--- config.mk ---
export PLATFORM = sky130hd
export DESIGN_NAME = instr_fetch
export DESIGN_NICKNAME = d
export VERILOG_FILES = /design/src/rtl/rv32i_types.sv /design/src/rtl/tomasula_types.sv /design/src/rtl/instr_decode.sv /design/src/rtl/instr_fetch.sv
export SDC_FILE = /design/constraint.sdc
export NUM_CORES = 1
export LEC_CHECK = 0
export BUFFER_PORTS_ARGS = -buffer_cell sky130_fd_sc_hd__buf_2
export CAP_MARGIN = 20
export CORE_AREA = 2 2 132 134
export CTS_BUF_LIST = sky130_fd_sc_hd__clkbuf_8 sky130_fd_sc_hd__clkbuf_16
export DETAILED_ROUTE_END_ITERATION = 8
export DIE_AREA = 0 0 134 136
export GPL_TIMING_DRIVEN = 0
export PLACE_DENSITY = 0.7
export SETUP_SLACK_MARGIN = 0.1
export SYNTH_ARGS = -nofsm -noshare
export SYNTH_HDL_FRONTEND = slang
export SYNTH_SLANG_ARGS = --single-unit
--- constraint.sdc ---
create_clock -name clk -period 1.98 [get_ports clk]
set_input_delay 0.099 -clock clk [delete_from_list [all_inputs] [get_ports clk]]
set_output_delay 0.099 -clock clk [all_outputs]
set_load 0.05 [all_outputs]
--- src/rtl/rv32i_types.sv ---
// RV32I constants shared by the fetch stage: base opcodes, fetch FSM states
// and the default reset vector.
package rv32i_types;

    localparam logic [31:0] RESET_PC_DEFAULT = 32'h4000_0000;

    localparam logic [6:0] OPC_LUI    = 7'b0110111;
    localparam logic [6:0] OPC_AUIPC  = 7'b0010111;
    localparam logic [6:0] OPC_JAL    = 7'b1101111;
    localparam logic [6:0] OPC_JALR   = 7'b1100111;
    localparam logic [6:0] OPC_BRANCH = 7'b1100011;
    localparam logic [6:0] OPC_LOAD   = 7'b0000011;
    localparam logic [6:0] OPC_STORE  = 7'b0100011;
    localparam logic [6:0] OPC_OP_IMM = 7'b0010011;
    localparam logic [6:0] OPC_OP     = 7'b0110011;

    typedef enum logic [1:0] {
        FETCH = 2'd0,
        ISSUE = 2'd1,
        DRAIN = 2'd2
    } fetch_state_t;

endpackage

--- src/rtl/tomasula_types.sv ---
// Back-end types: op encoding, control word handed to the instruction queue,
// and the rvfi monitor record.
package tomasula_types;

    localparam logic [4:0] OP_STORE_MIN = 5'd8;
    localparam logic [4:0] OP_LOAD_MIN  = 5'd11;

    // ALU ops follow funct3; stores and loads occupy contiguous ranges above.
    typedef enum logic [4:0] {
        OP_ADD    = 5'd0,
        OP_SLL    = 5'd1,
        OP_SLT    = 5'd2,
        OP_SLTU   = 5'd3,
        OP_XOR    = 5'd4,
        OP_SR     = 5'd5,
        OP_OR     = 5'd6,
        OP_AND    = 5'd7,
        OP_SB     = 5'd8,
        OP_SH     = 5'd9,
        OP_SW     = 5'd10,
        OP_LB     = 5'd11,
        OP_LH     = 5'd12,
        OP_LW     = 5'd13,
        OP_LBU    = 5'd14,
        OP_LHU    = 5'd15,
        OP_BRANCH = 5'd16
    } op_t;

    typedef struct packed {
        op_t         op;
        logic [31:0] og_pc;
        logic [31:0] og_instr;
        logic [31:0] pc;
        logic [2:0]  funct3;
        logic        funct7;
        logic        src1_valid;
        logic        src2_valid;
        logic [31:0] src2_data;
    } ctl_word;

    typedef struct packed {
        logic [31:0] instr;
        logic [31:0] pc_rdata;
        logic [31:0] pc_wdata;
    } rvfi_word;

endpackage

--- src/rtl/instr_decode.sv ---
// Combinational RV32I decoder: instruction + PC in, control word + rvfi out.
// Unsupported encodings become ADD with no sources and a zero immediate.
module instr_decode
    import rv32i_types::*;
    import tomasula_types::*;
(
    input  logic [31:0] instr_i,
    input  logic [31:0] pc_i,
    output ctl_word     ctl_o,
    output rvfi_word    rvfi_o
);

    logic [6:0]  opcode;
    logic [2:0]  f3;
    logic [31:0] imm_i;
    logic [31:0] imm_s;
    logic [31:0] imm_b;
    logic [31:0] imm_u;
    logic [31:0] imm_j;

    assign opcode = instr_i[6:0];
    assign f3     = instr_i[14:12];
    assign imm_i  = {{20{instr_i[31]}}, instr_i[31:20]};
    assign imm_s  = {{20{instr_i[31]}}, instr_i[31:25], instr_i[11:7]};
    assign imm_b  = {{19{instr_i[31]}}, instr_i[31], instr_i[7], instr_i[30:25], instr_i[11:8], 1'b0};
    assign imm_u  = {instr_i[31:12], 12'h000};
    assign imm_j  = {{11{instr_i[31]}}, instr_i[31], instr_i[19:12], instr_i[20], instr_i[30:21], 1'b0};

    always_comb begin
        ctl_o          = '0;
        ctl_o.op       = OP_ADD;
        ctl_o.og_pc    = pc_i;
        ctl_o.og_instr = instr_i;
        ctl_o.pc       = pc_i + 32'd4;
        ctl_o.funct3   = f3;
        ctl_o.funct7   = instr_i[30];
        case (opcode)
            OPC_LUI, OPC_AUIPC: begin
                ctl_o.src2_data = imm_u;
            end
            OPC_JAL: begin
                ctl_o.op        = OP_BRANCH;
                ctl_o.src2_data = imm_j;
            end
            OPC_JALR: begin
                ctl_o.op         = OP_BRANCH;
                ctl_o.src1_valid = 1'b1;
                ctl_o.src2_data  = imm_i;
            end
            OPC_BRANCH: begin
                ctl_o.op         = OP_BRANCH;
                ctl_o.src1_valid = 1'b1;
                ctl_o.src2_valid = 1'b1;
                ctl_o.src2_data  = imm_b;
            end
            OPC_LOAD: begin
                // lb/lh/lw/lbu/lhu pack densely; funct3 3, 6 and 7 are illegal.
                if (f3 != 3'd3 && f3 < 3'd6) begin
                    ctl_o.op         = op_t'(OP_LOAD_MIN + {2'b00, f3} - {4'b0000, f3[2]});
                    ctl_o.src1_valid = 1'b1;
                    ctl_o.src2_data  = imm_i;
                end
            end
            OPC_STORE: begin
                if (f3 <= 3'd2) begin
                    ctl_o.op         = op_t'(OP_STORE_MIN + {2'b00, f3});
                    ctl_o.src1_valid = 1'b1;
                    ctl_o.src2_valid = 1'b1;
                    ctl_o.src2_data  = imm_s;
                end
            end
            OPC_OP_IMM: begin
                ctl_o.op         = op_t'({2'b00, f3});
                ctl_o.src1_valid = 1'b1;
                ctl_o.src2_data  = imm_i;
            end
            OPC_OP: begin
                ctl_o.op         = op_t'({2'b00, f3});
                ctl_o.src1_valid = 1'b1;
                ctl_o.src2_valid = 1'b1;
            end
            default: begin
            end
        endcase
    end

    assign rvfi_o.instr    = instr_i;
    assign rvfi_o.pc_rdata = pc_i;
    assign rvfi_o.pc_wdata = pc_i + 32'd4;

endmodule

--- src/rtl/instr_fetch.sv ---
// Fetch/decode stage feeding the instruction queue; one imem read in flight.
// Define IF_PERF_CNT_EN to add the perf_fetched / perf_stall counters.
module instr_fetch
    import rv32i_types::*;
    import tomasula_types::*;
#(
    parameter logic [31:0] RESET_PC = RESET_PC_DEFAULT
) (
    input  logic        clk,
    input  logic        rst,
    input  logic        flush,
    input  logic [31:0] flush_pc,
    output logic        imem_read,
    output logic [31:0] imem_address,
    input  logic [31:0] imem_rdata,
    input  logic        imem_resp,
    output logic        ld_iq,
    output ctl_word     control_word,
    output rvfi_word    rvfi,
    input  logic        ack_i
`ifdef IF_PERF_CNT_EN
    ,
    output logic [31:0] perf_fetched,
    output logic [31:0] perf_stall
`endif
);

    // Queue handshake: ld_iq is valid, ack_i is ready. Once ld_iq rises the
    // word is held unchanged until the cycle ack_i is high; ack_i is ignored
    // whenever ld_iq is low.

    fetch_state_t state_q, state_d;
    logic [31:0]  pc_q, pc_d;
    logic [31:0]  instr_q, instr_d;
    ctl_word      dec_ctl;
    rvfi_word     dec_rvfi;

    instr_decode u_decode (
        .instr_i (instr_q),
        .pc_i    (pc_q),
        .ctl_o   (dec_ctl),
        .rvfi_o  (dec_rvfi)
    );

    always_ff @(posedge clk) begin
        if (rst) begin
            state_q <= FETCH;
            pc_q    <= RESET_PC;
            instr_q <= '0;
        end else begin
            state_q <= state_d;
            pc_q    <= pc_d;
            instr_q <= instr_d;
        end
    end

    always_comb begin
        state_d         = state_q;
        pc_d            = pc_q;
        instr_d         = instr_q;
        imem_read       = 1'b0;
        ld_iq           = 1'b0;
        control_word    = '0;
        control_word.op = OP_BRANCH;
        rvfi            = '0;
        case (state_q)
            FETCH: begin
                imem_read = !rst;
                if (flush) begin
                    // A response in the flush cycle ends the old read, so no drain is needed.
                    pc_d    = flush_pc;
                    state_d = imem_resp ? FETCH : DRAIN;
                end else if (imem_resp) begin
                    instr_d = imem_rdata;
                    state_d = ISSUE;
                end
            end
            ISSUE: begin
                ld_iq        = 1'b1;
                control_word = dec_ctl;
                rvfi         = dec_rvfi;
                if (flush) begin
                    pc_d    = flush_pc;
                    state_d = FETCH;
                end else if (ack_i) begin
                    pc_d    = pc_q + 32'd4;
                    state_d = FETCH;
                end
            end
            DRAIN: begin
                imem_read = !rst;
                if (flush) begin
                    pc_d = flush_pc;
                end else if (imem_resp) begin
                    state_d = FETCH;
                end
            end
            default: begin
                state_d = FETCH;
            end
        endcase
    end

    assign imem_address = pc_q;

`ifdef IF_PERF_CNT_EN
    logic [31:0] fetched_q, fetched_d;
    logic [31:0] stall_q, stall_d;

    always_comb begin
        fetched_d = fetched_q;
        stall_d   = stall_q;
        if (state_q == ISSUE) begin
            if (ack_i) begin
                if (fetched_q != 32'hFFFF_FFFF) fetched_d = fetched_q + 32'd1;
            end else begin
                if (stall_q != 32'hFFFF_FFFF) stall_d = stall_q + 32'd1;
            end
        end
    end

    always_ff @(posedge clk) begin
        if (rst) begin
            fetched_q <= '0;
            stall_q   <= '0;
        end else begin
            fetched_q <= fetched_d;
            stall_q   <= stall_d;
        end
    end

    assign perf_fetched = fetched_q;
    assign perf_stall   = stall_q;
`endif

endmodule

==> results of run 1 <==
## stage by stage
step	area (um2)	TNS (ns)
after floorplan	7123	-2.162
after CTS	12350	-24.24
after detailed placement	9091	-120.99
after global routing	14380	-27.80
final	14390	-23.03
after global placement	9091	-120.63
## final timing paths
check / startpoint / endpoint / slack (ns) / depth (start not counted)
setup / recovery: imem_address[5]$_SDFFE_PP0P_ / rvfi[28] / -0.48 / 9
hold / removal: imem_rdata[21] / instr_q[21]$_SDFFE_PP0P_ / 0.003 / 3
setup reg to reg: imem_address[5]$_SDFFE_PP0P_ / imem_address[31]$_SDFFE_PP0P_ / -0.18 / 8
hold reg to reg: imem_address[1]$_SDFFE_PP0P_ / imem_address[1]$_SDFFE_PP0P_ / 0.48 / 2
## kinds of logic after synthesis
group | after synthesis | share of synthesized area
XOR/XNOR | 27 | 0.03942
buffers and inverters | 206 | 0.2144
AND/OR/NAND/NOR | 374 | 0.3149
flip-flops | 66 | 0.2202
AO/OA/AOI/OAI | 164 | 0.1783
multiplexers | 11 | 0.01939
adder cells (fa/ha/maj) | 6 | 0.01335
## per-layer routing
layer  wire [um]  track usage  vias up
li1            -            -     3818
met1       13510       0.3759     4455
met2       19510       0.5436      773
met3        3616      0.06189      254
met4        3272       0.1318        0
met5           0            0        -
## power groups by stage
| stage | Sequential [mW] | Combinational (mW) | Clock [mW] |
|---|---|---|---|
| 6_report | 1.55 | 1.79 | 1.76 |
| 5_1_grt | 1.56 | 1.84 | 1.79 |
| 4_1_cts | 1.52 | 1.46 | 1.72 |
| 3_5_place_dp | 1.55 | 1.20 | 0 |
| 3_3_place_gp | 1.54 | 1.19 | 0 |
| 2_1_floorplan | 1.51 | 0.912 | 0 |
## repair_timing
item | in CTS | in global routing
gates cloned | 5 | 8
resized for setup | 596 | 410
pin swaps | 59 | 84
buffers inserted | 68 | 65
hold buffers | 23 | 0
endpoints found under the hold margin | 23 | 0
setup endpoints to repair | 296 | 262
## sequential cells by signal (all words and copies together), names as in the netlist
register      cells
state_q           2
instr_q          32
imem_address     32
## area by class of cell
class / instances / area [um2]
Clock inverter: 7 / 80.08
Clock buffer: 9 / 225.2
Buffer: 191 / 1871
Antenna cell: 7 / 17.52
Timing Repair Buffer: 499 / 5205
Sequential cell: 66 / 1403
Inverter: 14 / 78.83
Multi-Input combinational cell: 582 / 5224
Tap cell: 225 / 281.5
Fill cell: 770 / 2491
## critical path: stages (launching register included)
cell	delay [ns]
dfxtp_2	0.37
buf_6	0.14
nand3_4	0.13
nor4_4	0.28
buf_4	0.18
nand4_1	0.23
xor2_2	0.27
nor2_4	0.16
buf_6	0.12
buf_8	0.14
## synthesized netlist by cell type, types with 5 or more instances
cell      count  area [um2]
buf_4       134        1006
nand2_1     126       473.0
nor2_1       90       337.8
dfxtp_1      66        1321
and2_1       59       369.1
a21oi_1      57       285.3
clkbuf_1     48       180.2
a31oi_1      22       137.6
nand3_1      21       105.1
o21ai_0      20       100.1
xor2_1       15       131.4
inv_1        14       52.55
xnor2_1      12       105.1
nor3_1       10       50.05
a22oi_1       9       67.56
nor3b_1       9       67.56
a22o_1        8       70.07
nand2b_1      8       50.05
buf_2         7       35.03
nand4_1       7       43.79
nor4_1        7       43.79
a32o_1        6       60.06
a32oi_1       6       52.55
mux2i_1       6       60.06
nor2b_1       6       37.54
or3_1         5       31.28
==> impl_metrics.csv, run 1 <==
group,metric,value,unit
run_status,status,"finished with violations",
run_status,violations,"design-rule violations, negative setup slack",
placed_design,gp_congestion,0.9253,
routing,drtAntennaViolNets,0,
sta,rsz0062_at_grt,"true",
sta,hold_viol_final,0,
setup_path,arrival,2.36,ns
yosys,async_reset_ff_frac,0,
power,power_frac_comb,0.351,
placed_design,pre_cts_ws,-0.9029,ns
yosys,yosysWarnings,0,
yosys,synth_fp_nets,928,
setup_path,crit_path_start_kind,"flip-flop",
routing,wl_per_cell,24.94,um
sta,layout_setup_ws,-0.4827,ns
placed_design,dp_hpwl,19.20,mm
placed_design,post-place-cells,1416,
power,seqPwrFrac,0.304,
clock_tree,clock_sinks,66,
sta,holdWs,0.002879,ns
yosys,synth.avg_cell_area,7.025,um2
die,die_area,18220,um2
clock_tree,clk_latency,0.35,ns
yosys,syn_area,6000,um2
routing,wl,39.90,mm
power,power_density,354.4,nW/um2
power,finalPower,5.097,mW
global_route,grt-ovfl-total,0,
sta,slew_headroom,0.4419,
die,io_pins,338,
setup_path,critPathKind,"flip-flop to output port",
yosys,synthCells,854,
die,fp-row-count,48,
cells_and_area,final_cell_mix,"199 x buf_6, 158 x buf_4, 136 x buf_8",
die,die_w,134,um
routing,drt-initial-drc-count,986,
sta,fmax,0.4061,GHz
setup_path,crit_required,1.88,ns
setup_path,critPathCaptureType,"output port",
yosys,ys.flop_type,"dfxtp_1",
power,max-vdd-ir-drop,0.0004174,V
die,die_h,136,um
routing,first_pass_iters,7,
cells_and_area,syn_to_final_growth,139.8,%
power,p_int,3.226,mW
cells_and_area,final_util,0.8524,
clock_tree,h-tree-depth,3,
clock_tree,clkTransAtPathRegs,0.06,ns
sta,min_period,2.463,ns
clock_tree,clock_tree.root_cell,"clkbuf_16",
global_route,groute.usage.overall,0.3124,
clock_tree,numCtsBuffers,9,
hold_path,min_path_type,"input pin to flip-flop",
placed_design,io_buffers,337,
routing,drc,2,
yosys,yosysUniqueCellTypes,71,
sta,clock_skew,0.01217,ns
power,swShare,0.3671,
power,p_sw,1.871,mW
sta,setup_viol,93,
global_route,grt_pass1_vias,8073,
global_route,grt_pass1_wl,44.39,mm
cells_and_area,drive_above_1_share,0.7120,
routing,vias,9300,
power,p_clk_frac,0.345,
yosys,ys_seq_area_frac,0.2202,
global_route,antenna_found_initial,7,
setup_path,cp_max_fo,4,
sta,worst_pin_slew,0.8341,ns
die,coreArea,16880,um2
sta,slew_viol_final,0,
clock_tree,clock_path_buffers,2,
cells_and_area,final_common_cell,"buf_6",
sta,finalCritPeriodShare,1.244,
clock_tree,cts_tree,"built",
global_route,grt_max_degree,12,
routing,avgViaCountPerCell,5.813,
yosys,ys_ff_latch,66,
power,power_leakage,6.194,nW
die,initial_core_util,0.3555,
cells_and_area,fin_nets,1437,
yosys,synth_edf_count,0,
run,drv_cap,0,
cells_and_area,stdcell_count,1600,
Note: power is estimated with default switching activity, not from simulation.
==> run 2, diff against run 1 <==
==> constraint.sdc (replaced) <==
create_clock -name clk -period 1.98 [get_ports clk]
set_input_delay 0.198 -clock clk [delete_from_list [all_inputs] [get_ports clk]]
set_output_delay 0.198 -clock clk [all_outputs]
set_load 0.05 [all_outputs]
==> run 2 against run 1 <==
Effect of this change:
- the flow finishes with violations (negative setup slack)
- clock power down 11%
- combinational power grew 3%
- via count up 4.4%
- largest cell class unchanged
==> impl_metrics.csv, run 2 (synthesized netlist as in run 1, its figures left out) <==
group,metric,value,unit
setup_path,arrival,2.39,ns
global_route,grt-ovfl-total,0,
clock_tree,clk_latency,0.36,ns
cells_and_area,fill_cells,656,
clock_tree,clock_tree.root_cell,"clkbuf_16",
routing,drtAntennaViolNets,0,
die,coreArea,16880,um2
setup_path,rr_endpoint,"imem_address[26]$_SDFFE_PP0P_",
clock_tree,clock_path_buffers,2,
sta,slew_headroom,0.4456,
global_route,grt_pass1_vias,9147,
setup_path,cpPeakStageDelay,0.41,ns
cells_and_area,fin_nets,1439,
clock_tree,numCtsBuffers,9,
cells_and_area,regArea,1410,um2
sta,clock_skew,0.01340,ns
cells_and_area,multi_input_area,5270,um2
sta,hold_viol_final,0,
power,power_frac_comb,0.372,
run,drv_cap,0,
power,power_leakage,6.333,nW
power,p_clk_frac,0.316,
setup_path,worstReg2RegStart,"imem_address[5]$_SDFFE_PP0P_",
global_route,groute.usage.overall,0.3744,
sta,min_period,2.587,ns
setup_path,critPathSlowestCell,"xor2_2",
routing,first_pass_iters,9,
cells_and_area,syn_to_final_growth,147.4,%
sta,fmax,0.3865,GHz
cells_and_area,stdcell_count,1596,
setup_path,worstPathCellList,"buf_4 -> nand3_4 -> buf_12 -> nor4_4 -> nand3_2 -> xor2_2 -> nor2_4 -> buf_6 -> buf_8",
cells_and_area,final_cell_mix,"189 x buf_6, 186 x buf_8, 148 x buf_4",
sta,worst_pin_slew,0.8240,ns
die,die_area,18220,um2
routing,drt-initial-drc-count,1251,
cells_and_area,final_common_cell,"buf_6",
routing,wl,43.18,mm
setup_path,crit_end,"rvfi[19]",
sta,setup_viol,181,
sta,slew_viol_final,0,
sta,rsz0062_at_grt,"true",
setup_path,critPathKind,"flip-flop to output port",
setup_path,r2r_setup_slack,-0.23,ns
placed_design,dp_hpwl,19.19,mm
routing,drc,0,
power,p_sw,1.935,mW
setup_path,crit_path_start_kind,"flip-flop",
power,power_density,334.1,nW/um2
run_status,violations,"negative setup slack",
cells_and_area,fin_area,14840,um2
power,p_int,3.023,mW
die,io_pins,338,
hold_path,min_path_type,"input pin to flip-flop",
clock_tree,cts_tree,"built",
global_route,grt_pass1_wl,52.30,mm
placed_design,place_area,9420,um2
setup_path,rr_worst_depth,11,
setup_path,cp.depth,9,
sta,layout_setup_ws,-0.6073,ns
setup_path,cpLargestDelayFamily,"simple AND/OR/NAND/NOR gates",
setup_path,critPathCaptureType,"output port",
placed_design,pre_cts_ws,-0.6870,ns
setup_path,path_buf_inv,4,
power,seqPwrFrac,0.312,
die,die_w,134,um
clock_tree,clock_sinks,66,
setup_path,crit_required,1.78,ns
die,die_h,136,um
placed_design,io_buffers,337,
die,fp-row-count,48,
power,finalPower,4.958,mW
sta,finalCritPeriodShare,1.307,
global_route,grt_max_degree,12,
placed_design,post-place-cells,1416,
cells_and_area,final_util,0.8794,
clock_tree,ctsHoldBuffers,0,
routing,vias,9713,
power,max-vdd-ir-drop,0.0004198,V
die,initial_core_util,0.3555,
clock_tree,h-tree-depth,3,
clock_tree,clkTransAtPathRegs,0.06,ns
routing,wl_per_cell,27.05,um
cells_and_area,drive_above_1_share,0.7319,
setup_path,cp-startpoint,"imem_address[2]$_SDFFE_PP0P_",
placed_design,gp_congestion,0.8884,
routing,avgViaCountPerCell,6.086,
run_status,status,"finished with violations",
power,swShare,0.3904,
global_route,antenna_found_initial,4,
setup_path,cp_max_fo,6,
-- run 2: through the flow --
step	TNS (ns)	hold WS, ns
after floorplan	-5.471	0.3236
after global placement	-52.08	0.4351
after CTS	-24.80	0.08016
after detailed placement	-53.88	0.4375
after global routing	-45.46	0.09606
final	-42.32	0.09258
-- run 2: worst min path at each step --
| stage | from | end | slack, ns | cells past startpoint |
|---|---|---|---|---|
| final | flush_pc[1] | imem_address[1]$_SDFFE_PP0P_ | 0.09 | 3 |
| after global routing | imem_rdata[9] | instr_q[9]$_SDFFE_PP0P_ | 0.1 | 3 |
| after detailed placement | imem_rdata[1] | instr_q[1]$_SDFFE_PP0P_ | 0.44 | 3 |
| after floorplan | imem_rdata[14] | instr_q[14]$_SDFFE_PP0P_ | 0.32 | 2 |
| after CTS | imem_rdata[0] | instr_q[0]$_SDFFE_PP0P_ | 0.08 | 3 |
| after global placement | imem_rdata[1] | instr_q[1]$_SDFFE_PP0P_ | 0.44 | 3 |
-- run 2: final cells by class --
cell class	instances	area share
buffer	190	0.1356
tap	225	0.01897
timing repair buffer	502	0.3713
multi-input combinational	582	0.3551
clock buffer	10	0.01610
clock inverter	5	0.001602
sequential	66	0.09502
antenna	2	0.0003372
inverter	14	0.005986
-- run 2: per-layer routing --
| layer | global-route usage | vias to the layer above | routed length (um) | part of all wire |
|---|---|---|---|---|
| met5 | 0 | - | 12 | 0.00028 |
| met4 | 0.2530 | 2 | 4422 | 0.10 |
| met3 | 0.09769 | 391 | 5096 | 0.12 |
| met2 | 0.6541 | 1015 | 20190 | 0.47 |
| met1 | 0.3973 | 4508 | 13460 | 0.31 |
| li1 | - | 3797 | - | - |
-- run 2: power by group through the flow --
stage | registers [mW] | logic [mW] | clock network [mW]
3_3_place_gp | 1.55 | 1.22 | 0
3_5_place_dp | 1.55 | 1.22 | 0
5_1_grt | 1.55 | 1.89 | 1.58
4_1_cts | 1.53 | 1.56 | 1.48
2_1_floorplan | 1.52 | 0.939 | 0
6_report | 1.55 | 1.84 | 1.57
-- run 2: worst register-to-register path: stages (launching register included) --
cell,delay (ns)
dfxtp_2,0.34
buf_6,0.13
nand3_4,0.14
nor4_4,0.31
buf_6,0.17
buf_4,0.11
buf_6,0.12
nand3_4,0.08
buf_4,0.14
buf_4,0.13
o31ai_1,0.28
a22o_1,0.20
-- run 2: timing repair --
item | 4_1_cts | 5_1_grt
hold endpoints to repair | 0 | 0
resized for setup | 854 | 177
gates cloned | 12 | 1
endpoints found under the setup margin | 296 | 285
setup buffers | 89 | 68
pin swaps | 85 | 68
